==> src/rtl/bram_stream_reader_if.sv <==
// Valid/ready stream carrying the words read out of the block RAM.
interface bram_stream_reader_if #(
   parameter int DWIDTH = 32
);
   logic              m_valid;
   logic              m_ready;
   logic [DWIDTH-1:0] m_data;
   logic              m_last;

   modport master (output m_valid, m_data, m_last, input m_ready);
   modport slave  (input m_valid, m_data, m_last, output m_ready);
endinterface

==> src/rtl/bram_stream_reader.sv <==
// Reads a block of words from a 1-cycle-latency BRAM port and streams them out,
// throttling issue so a 2-entry buffer can always absorb every returned word.
module bram_stream_reader #(
   parameter int AWIDTH = 10,
   parameter int DWIDTH = 32
) (
   input  logic              clk,
   input  logic              rst,
   input  logic              start,
   input  logic [AWIDTH-1:0] base_addr,
   input  logic [AWIDTH:0]   length,
   output logic              busy,
   output logic              done,
   output logic              mem_en,
   output logic              mem_we,
   output logic [AWIDTH-1:0] mem_addr,
   output logic [DWIDTH-1:0] mem_din,
   input  logic [DWIDTH-1:0] mem_dout,
   bram_stream_reader_if.master m
);
   localparam logic [AWIDTH:0]   ONE   = 1;
   localparam logic [AWIDTH-1:0] ONE_A = 1;

   typedef enum logic [1:0] {IDLE, RUN, DRAIN} state_t;
   state_t state, state_nxt;

   logic [AWIDTH:0]   len_q, issued, popped;
   logic [DWIDTH-1:0] buf_q [2];
   logic [1:0]        buf_count;
   logic [2:0]        occ;
   logic              rd_ptr, wr_ptr, inflight;
   logic              pop, last_pop, go_cmd, zero_cmd;

   assign mem_we    = 1'b0;
   assign mem_din   = '0;
   assign m.m_valid = (buf_count != 2'd0);
   assign m.m_data  = buf_q[rd_ptr];

   assign pop      = m.m_valid & m.m_ready;
   assign last_pop = pop && (popped == len_q - ONE);
   assign go_cmd   = (state == IDLE) && start && (length != '0);
   assign zero_cmd = (state == IDLE) && start && (length == '0);
   // Slots committed after this cycle's pop; an issue is allowed only if one stays free.
   assign occ      = {1'b0, buf_count} + {2'b0, inflight} - {2'b0, pop};

   always_ff @(posedge clk or posedge rst) begin
      if (rst) state <= IDLE;
      else     state <= state_nxt;
   end

   always_comb begin
      state_nxt = state;
      case (state)
         IDLE:    if (go_cmd) state_nxt = RUN;
         RUN:     if (mem_en && (issued + ONE == len_q)) state_nxt = DRAIN;
         DRAIN:   if (last_pop) state_nxt = IDLE;
         default: state_nxt = IDLE;
      endcase
   end

   always_comb begin
      busy   = (state != IDLE);
      mem_en = (state == RUN) && (issued < len_q) && (occ < 3'd2);
      m.m_last = m.m_valid && (popped == len_q - ONE);
   end

   always_ff @(posedge clk or posedge rst) begin
      if (rst) begin
         done      <= 1'b0;
         inflight  <= 1'b0;
         len_q     <= '0;
         issued    <= '0;
         popped    <= '0;
         mem_addr  <= '0;
         buf_q[0]  <= '0;
         buf_q[1]  <= '0;
         buf_count <= 2'd0;
         rd_ptr    <= 1'b0;
         wr_ptr    <= 1'b0;
      end else begin
         done      <= last_pop | zero_cmd;
         inflight  <= mem_en;
         buf_count <= buf_count + {1'b0, inflight} - {1'b0, pop};
         if (go_cmd) begin
            len_q    <= length;
            mem_addr <= base_addr;
            issued   <= '0;
            popped   <= '0;
         end
         if (mem_en) begin
            mem_addr <= mem_addr + ONE_A;
            issued   <= issued + ONE;
         end
         if (pop) begin
            popped <= popped + ONE;
            rd_ptr <= ~rd_ptr;
         end
         // RAM output is registered, so the word issued last cycle is on mem_dout now.
         if (inflight) begin
            buf_q[wr_ptr] <= mem_dout;
            wr_ptr        <= ~wr_ptr;
         end
      end
   end
endmodule

==> src/flat_wrapper.sv <==
// flat-port wrapper written by rule: the top's interface ports become plain ports
module bram_stream_reader_flat 
#(
   parameter int AWIDTH = 10,
   parameter int DWIDTH = 32
)
  (clk, rst, start, base_addr, length, busy, done, mem_en, mem_we, mem_addr, mem_din, mem_dout, m_m_valid, m_m_data, m_m_last, m_m_ready);
  bram_stream_reader_if #(.DWIDTH(DWIDTH)) m_i ();
  input  logic clk;
  input  logic rst;
  input  logic start;
  input  logic [AWIDTH-1:0] base_addr;
  input  logic [AWIDTH:0] length;
  output logic busy;
  output logic done;
  output logic mem_en;
  output logic mem_we;
  output logic [AWIDTH-1:0] mem_addr;
  output logic [DWIDTH-1:0] mem_din;
  input  logic [DWIDTH-1:0] mem_dout;
  output wire logic [$bits(m_i.m_valid)-1:0] m_m_valid;
  output wire logic [$bits(m_i.m_data)-1:0] m_m_data;
  output wire logic [$bits(m_i.m_last)-1:0] m_m_last;
  input wire logic [$bits(m_i.m_ready)-1:0] m_m_ready;
  assign m_m_valid = m_i.m_valid;
  assign m_m_data = m_i.m_data;
  assign m_m_last = m_i.m_last;
  assign m_i.m_ready = m_m_ready;
  bram_stream_reader #(.AWIDTH(AWIDTH), .DWIDTH(DWIDTH)) u_core (.clk(clk), .rst(rst), .start(start), .base_addr(base_addr), .length(length), .busy(busy), .done(done), .mem_en(mem_en), .mem_we(mem_we), .mem_addr(mem_addr), .mem_din(mem_din), .mem_dout(mem_dout), .m(m_i));
endmodule
==> config.mk <==
export PLATFORM = sky130hd
export DESIGN_NAME = bram_stream_reader_flat
export DESIGN_NICKNAME = d
export VERILOG_FILES = /design/src/rtl/bram_stream_reader_if.sv /design/src/rtl/bram_stream_reader.sv /design/src/flat_wrapper.sv
export SDC_FILE = /design/constraint.sdc
export NUM_CORES = 1
export LEC_CHECK = 0
export BUFFER_PORTS_ARGS = -buffer_cell sky130_fd_sc_hd__buf_4
export CORE_MARGIN = 2
export CORE_UTILIZATION = 51
export DETAILED_ROUTE_END_ITERATION = 12
export HOLD_SLACK_MARGIN = 0.08
export PLACE_DENSITY_LB_ADDON = 0.15
export SYNTH_ARGS = -nofsm -noshare
export SYNTH_HDL_FRONTEND = slang
export SYNTH_SLANG_ARGS = --single-unit
==> constraint.sdc <==
create_clock -name clk -period 4.55 [get_ports clk]
set_clock_uncertainty 0.15 [all_clocks]
set_input_delay 0.455 -clock clk [delete_from_list [all_inputs] [get_ports clk]]
set_output_delay 0.455 -clock clk [all_outputs]
set_load 0.01 [all_outputs]
* Word-level counts from Yosys, hierarchy flattened *
Cells that the tools add are included.

cells by class
  eq/ne operators = 7
  div/mod/pow operators = 0
  multipliers = 0
  muxes and demuxes = 15
  add/subtract/negate cells = 8
  reduce and logical (&&, ||, !) cells = 17
  shift operators = 0
  bitwise gates (word level) = 6
  order comparisons = 5

operator list
  kind                                                                          number
  32-bit 2-to-1 mux                                                             4
  64-bit bitwise mux                                                            1
  11-bit 2-to-1 mux                                                             3
  32-bit demux with 1-bit select                                                1
  11-bit by 1-bit adder with 11-bit output, second input constant               2
  11-bit equality test                                                          2
  10-bit 2-to-1 mux                                                             2
  11-bit logical NOT                                                            1
  11-bit less-than comparator                                                   1
  11-bit nonzero test                                                           1
  11-bit by 1-bit subtractor with 11-bit output, second input constant          1
  10-bit by 1-bit adder with 10-bit output, second input constant               1
  1-bit logical AND                                                             9
  2-bit nonzero test                                                            4
  2-bit 2-to-1 mux                                                              3
  2-bit by 1-bit != test with 1-bit output, second input constant               3
  2-bit case mux with 3 select lines                                            1
  2-bit greater-or-equal comparator, second input constant                      2
  1-bit inverter with 2-bit output                                              2
  2-bit by 1-bit adder with 3-bit output                                        1
  3-bit by 2-bit less-than comparator with 1-bit output, second input constant  1
  3-bit AND reduction                                                           1
  3-bit by 1-bit subtractor with 3-bit output                                   1
  2-bit by 1-bit adder with 2-bit output                                        1
  other kinds (8)                                                               9

storage, ports and cells
  memory bits (read-only) = 0
  bits in registers = 115
  latch bits = 0
  word-level logic and storage cells = 70
  input bits = 57
  output and inout port bits = 80
  memory bits (writable) = 0
  memories kept = 0

* Longest topological paths before layout *
  depth after elaboration = 8
  depth in mapped cells = 14
  gate-level depth less buffers = 13

* Worst setup path after synthesis *
No wires, ideal clock.

  kind = register to output
  start point = reg u_core.buf_count[1]
  end point = out mem_en
  data arrival time = 2.935 ns
  data required time = 3.945 ns
  setup slack = 1.010 ns
  stages on the path, launching flop included = 13
  buffers on the path = 1
  path through = dfrtp_1 or2_2 nand2_1 inv_1 ha_1 inv_1 ha_1 fa_1 nor3_1 o2111ai_1 or2_2 inv_1 buf_1

between the ends
  cells in the longest elaborated chain, start to end = 5

ends and longest elaborated chain
  what                                                   RTL line                  source
  start: declaration                                     bram_stream_reader.sv:29  logic [1:0] buf_count;
  start signal: assignment                               bram_stream_reader.sv:83  buf_count <= buf_count + {1'b0, inflight} - {1'b0, pop};
  2-bit nonzero test                                     bram_stream_reader.sv:36  assign m.m_valid = (buf_count != 2'd0);
  net m_m_valid                                          flat_wrapper.sv:21        output wire logic [$bits(m_i.m_valid)-1:0] m_m_valid;
  1-bit AND                                              bram_stream_reader.sv:39  assign pop = m.m_valid & m.m_ready;
  net u_core.pop                                         bram_stream_reader.sv:32  logic pop, last_pop, go_cmd, zero_cmd;
  3-bit by 1-bit subtractor with 3-bit output            bram_stream_reader.sv:44  assign occ = {1'b0, buf_count} + {2'b0, inflight} - {2'b0, pop};
  net u_core.occ[1]                                      bram_stream_reader.sv:30  logic [2:0] occ;
  3-bit by 2-bit less-than comparator with 1-bit output  bram_stream_reader.sv:63  mem_en = (state == RUN) && (issued < len_q) && (occ < 3'd2);
  1-bit logical AND                                      bram_stream_reader.sv:63
  end: declaration                                       flat_wrapper.sv:16        output logic mem_en;

The timed path passes the listed nets, and every way through them passes these cells.

* Worst setup path after layout *
  start point = reg u_core.buf_count[1]
  end point = out mem_en

between the ends
  cells in the longest elaborated chain, start to end = 5

ends and longest elaborated chain
  what                                                   RTL line
  2-bit nonzero test                                     bram_stream_reader.sv:36
  1-bit AND                                              bram_stream_reader.sv:39
  net u_core.pop                                         bram_stream_reader.sv:32
  3-bit by 1-bit subtractor with 3-bit output            bram_stream_reader.sv:44
  net u_core.occ[1]                                      bram_stream_reader.sv:30
  3-bit by 2-bit less-than comparator with 1-bit output  bram_stream_reader.sv:63
  1-bit logical AND                                      bram_stream_reader.sv:63

The timed path passes the listed nets, and every way through them passes these cells.

==> metrics.csv <==
stage,metric,value,unit
run_status,status,completed,
setup_path,Worst Path Required,3.94,ns
synthesis,unique cell type count in the Yosys netlist,57,
floorplan,Die X,116.0,um
clock_tree,CTS H-Tree Depth,4,
route,via count,4757,
clock_tree,Root Buffer,clkbuf_16,
floorplan,I/O pins,137,
global_routing,first-pass GRT wire length,23470,um
clock_tree,CTS tree,built,
placement,GP Congestion,0.8868,
clock_tree,CTS Hold Bufs,0,
global_routing,gr ovfl total,0,
setup_path,Crit-path slowest cell,fa_1,
final_layout,non-filler instance count after layout,873,
timing,Peak Freq,235.7,MHz
timing,# setup viols final,0,
synthesis,synth warn,0,
timing,"Period Utilization, post-route",0.9326,
synthesis,synth top area cells,"dfrtp_1 (45%), mux2_2 (17%), buf_4 (3.9%), o21ai_0 (3.7%), ha_1 (3.3%)",
setup_path,WP buf/inv,5,
floorplan,initial core utilization,0.5285,
min_path,Tightest Hold Check Type,in -> async,
clock_tree,Clock Path Buffers,2,
clock_tree,cts bufs inserted,17,
power,switch share,0.3612,
timing,Setup Total Neg Slack,0,ns
power,Switch Pwr,0.002080,W
setup_path,CP top delay family,simple AND/OR/NAND/NOR gates,
setup_path,Worst path max stage delay,0.47,ns
route,final wirelength,14520,um
synthesis,dominant cell type by area after synthesis,dfrtp_1,
final_layout,final net count,768,
power,Clock Power Share,0.224,
final_layout,ANT cells,0,
final_layout,cell area after layout,7764,um2
placement,Inst Count DP,842,
route,Vias/cell,5.449,
synthesis,top-area cell type share of the netlist area,0.4496,
final_layout,share of post-route cells with drive strength above 1,0.3560,
floorplan,die area,13460,um2
clock_tree,clock sinks,115,
route,Avg WL per Cell,16.64,um
power,Int Pwr,0.003679,W
global_routing,vias in the first global route,4747,
synthesis,Cells after Synth,596,
timing,unrepaired setup endpoints after global routing,false,
floorplan,Placeable Area,12110,um2
global_routing,largest net degree at the start of global routing,69,
route,drt initial violations,282,
synthesis,register bit count reported by yosys,115,
route,Final ANT Viol Nets,0,
setup_path,CP Capture Type,output port,
setup_path,Critical Path Fanout Max,15,
floorplan,die height,116.0,um
synthesis,asr flop ratio synth,1.000,
route,first-pass detailed-route iteration total,5,
final_layout,final-layout fill cell count,992,
setup_path,Crit Path Class,reg -> out,
timing,Fin. Hold Viols,0,
synthesis,Post-synth EDFFs,0,
final_layout,post-layout util,0.6410,
global_routing,initial antenna violation count,0,
power,Max VDD drop,0.3157,mV
synthesis,sequential fraction of the synthesis area,0.4496,
placement,placed cell area,7191,um2
route,detailed-route DRC error count,0,
clock_tree,Clock Latency Late Sink,0.42,ns
placement,Buffers on Ports,103,
setup_path,"most used cell, CP",inv_1,
power,Pleak,3.535,nW
timing,slew margin rel.,0.4394,
timing,Max Slew Vio Count,0,
final_layout,area grow syn2layout,21.29,%
setup_path,critical-path cell list,or2_2 -> nand2_2 -> inv_1 -> ha_1 -> inv_1 -> ha_1 -> fa_1 -> nor3_1 -> o2111ai_1 -> or2_2 -> inv_1 -> buf_4 -> buf_4,
synthesis,"Cell Area, Synth",6401,um2
final_layout,most frequent cells in the layout,"dfrtp_1 (115), buf_4 (111), mux2_2 (96), o21ai_0 (47), nand2_1 (37)",
timing,pin slew with the least headroom to its limit,0.8409,ns
placement,DP HPWL,10350,um
power,combinational power share,0.459,
setup_path,CP arrival,3.64,ns
final_layout,"commonest non-fill, non-tap cell in the layout",dfrtp_1,
power,PD cells,741.8,nW/um2
setup_path,CP Launch Type,flop,
timing,fin crit period,4.243,ns
floorplan,cell row count,40,
synthesis,main flop type after synthesis,dfrtp_1,
power,Seq pwr share,0.317,
job,Max-cap violations,0,
clock_tree,"Reg clk slew, reported paths",0.05,ns
synthesis,Mean Syn Cell Area,10.74,um2
global_routing,Total Routing Usage GR,0.2270,
[worst reg2reg max path, cell delays in order, from the launching register on]
cell       delay, ns
dfrtp_1         0.39
or2_2           0.33
nand2_2         0.23
inv_1           0.17
ha_1            0.31
inv_1           0.04
ha_1            0.18
fa_1            0.47
nor3_1          0.19
o2111ai_1       0.17
or2_2           0.34
buf_4           0.22
nor4_1          0.41
o21bai_1        0.17
[Yosys cell counts (all sizes together), types with 2 or more instances]
| cell | number |
|---|---|
| a2111oi | 2 |
| a21oi | 7 |
| nand3 | 14 |
| a21o | 8 |
| nand4 | 6 |
| o21ai | 48 |
| a221o | 5 |
| buf | 44 |
| o211ai | 8 |
| clkbuf | 21 |
| o21bai | 3 |
| xnor2 | 18 |
| or4 | 4 |
| o22ai | 2 |
| nor4 | 6 |
| o31ai | 3 |
| and3 | 13 |
| or3 | 3 |
| nand2 | 38 |
| and2 | 3 |
| dfrtp | 115 |
| nor3 | 11 |
| nor3b | 6 |
| a41oi | 2 |
| inv | 23 |
| nand3b | 3 |
| mux2 | 96 |
| xor2 | 9 |
| or2 | 5 |
| a22o | 9 |
| nand2b | 5 |
| mux2i | 2 |
| a31o | 3 |
| nor2 | 17 |
| ha | 17 |
| a21bo | 2 |
[power groups by stage]
stage          clock network, W  logic, W  registers, W
2_1_floorplan                 0   0.00189       0.00170
3_3_place_gp                  0   0.00258       0.00180
3_5_place_dp                  0   0.00264       0.00183
4_1_cts                 0.00131   0.00266       0.00182
5_1_grt                 0.00136   0.00289       0.00188
6_report                0.00129   0.00264       0.00183
[state kept, by name, summed over array words and instances (netlist names)]
name and count:
u_core.buf_q 64, u_core.issued 11, u_core.len_q 11, u_core.popped 11
u_core.mem_addr 10, u_core.buf_count 2, u_core.state 2, u_core.done 1
u_core.inflight 1, u_core.rd_ptr 1, u_core.wr_ptr 1
[path summary, 6_finish.rpt]
kind | endpoint | depth (start not counted) | from | slack (ns)
worst min register to register | u_core.rd_ptr | 1 | u_core.rd_ptr | 0.32
max in group asynchronous | u_core.buf_q[21] | 3 | rst | 3.04
worst min-delay path | u_core.done | 2 | rst | 0.06
min in group clk | u_core.len_q[7] | 3 | length[7] | 0.10
worst max register to register | u_core.state[1] | 13 | u_core.buf_count[1] | 0.72
worst max-delay path | mem_en | 13 | u_core.buf_count[1] | 0.31
[cell families (layout without fill, tap and decap cells)]
kind of cell | count (synthesis) | after routing | share of synthesized area
xor gates and xnor gates | 27 | 27 | 0.03694
other | 1 | 33 | 0.0005858
adders and majority gates | 18 | 18 | 0.03636
DFF | 115 | 115 | 0.4496
muxes | 98 | 98 | 0.1720
and+or+nand+nor | 139 | 139 | 0.1153
AOI/OAI and AO/OA | 110 | 110 | 0.1169
buffers and inverters | 88 | 165 | 0.07232
[what timing repair did]
action,4_1_cts,5_1_grt
endpoints found under the setup margin,0,1
setup buffers,0,0
gates resized for setup,0,1
[cell type report]
| class | instances | area (um2) | area share |
|---|---|---|---|
| repair buffers | 111 | 833.3 | 0.1073 |
| multi-input cells | 425 | 3183 | 0.4100 |
| well taps | 168 | 210.2 | 0.02707 |
| flip-flops and latches | 115 | 2878 | 0.3707 |
| clock buffers | 23 | 467.9 | 0.06027 |
| clock inverters | 8 | 102.6 | 0.01322 |
| inverters | 23 | 88.84 | 0.01144 |
[metrics by stage]
step	hold WS (ns)	setup WS, ns	total power, W
floorplan	0.3043	0.9009	0.003583
global placement	0.3161	0.6743	0.004377
detailed placement	0.3178	0.6135	0.004477
CTS	0.09436	0.1377	0.005793
global route	0.1006	0.1240	0.006141
finish	0.06027	0.3069	0.005759
[metal layers]
layer	GRT usage	vias to the layer above	part of all wire
met3	0.04655	17	0.055
met5	0	-	0
met1	0.3049	2339	0.44
li1	-	2251	-
met2	0.3673	150	0.49
met4	0.08175	0	0.012
Power figures use the tool's default switching activity.
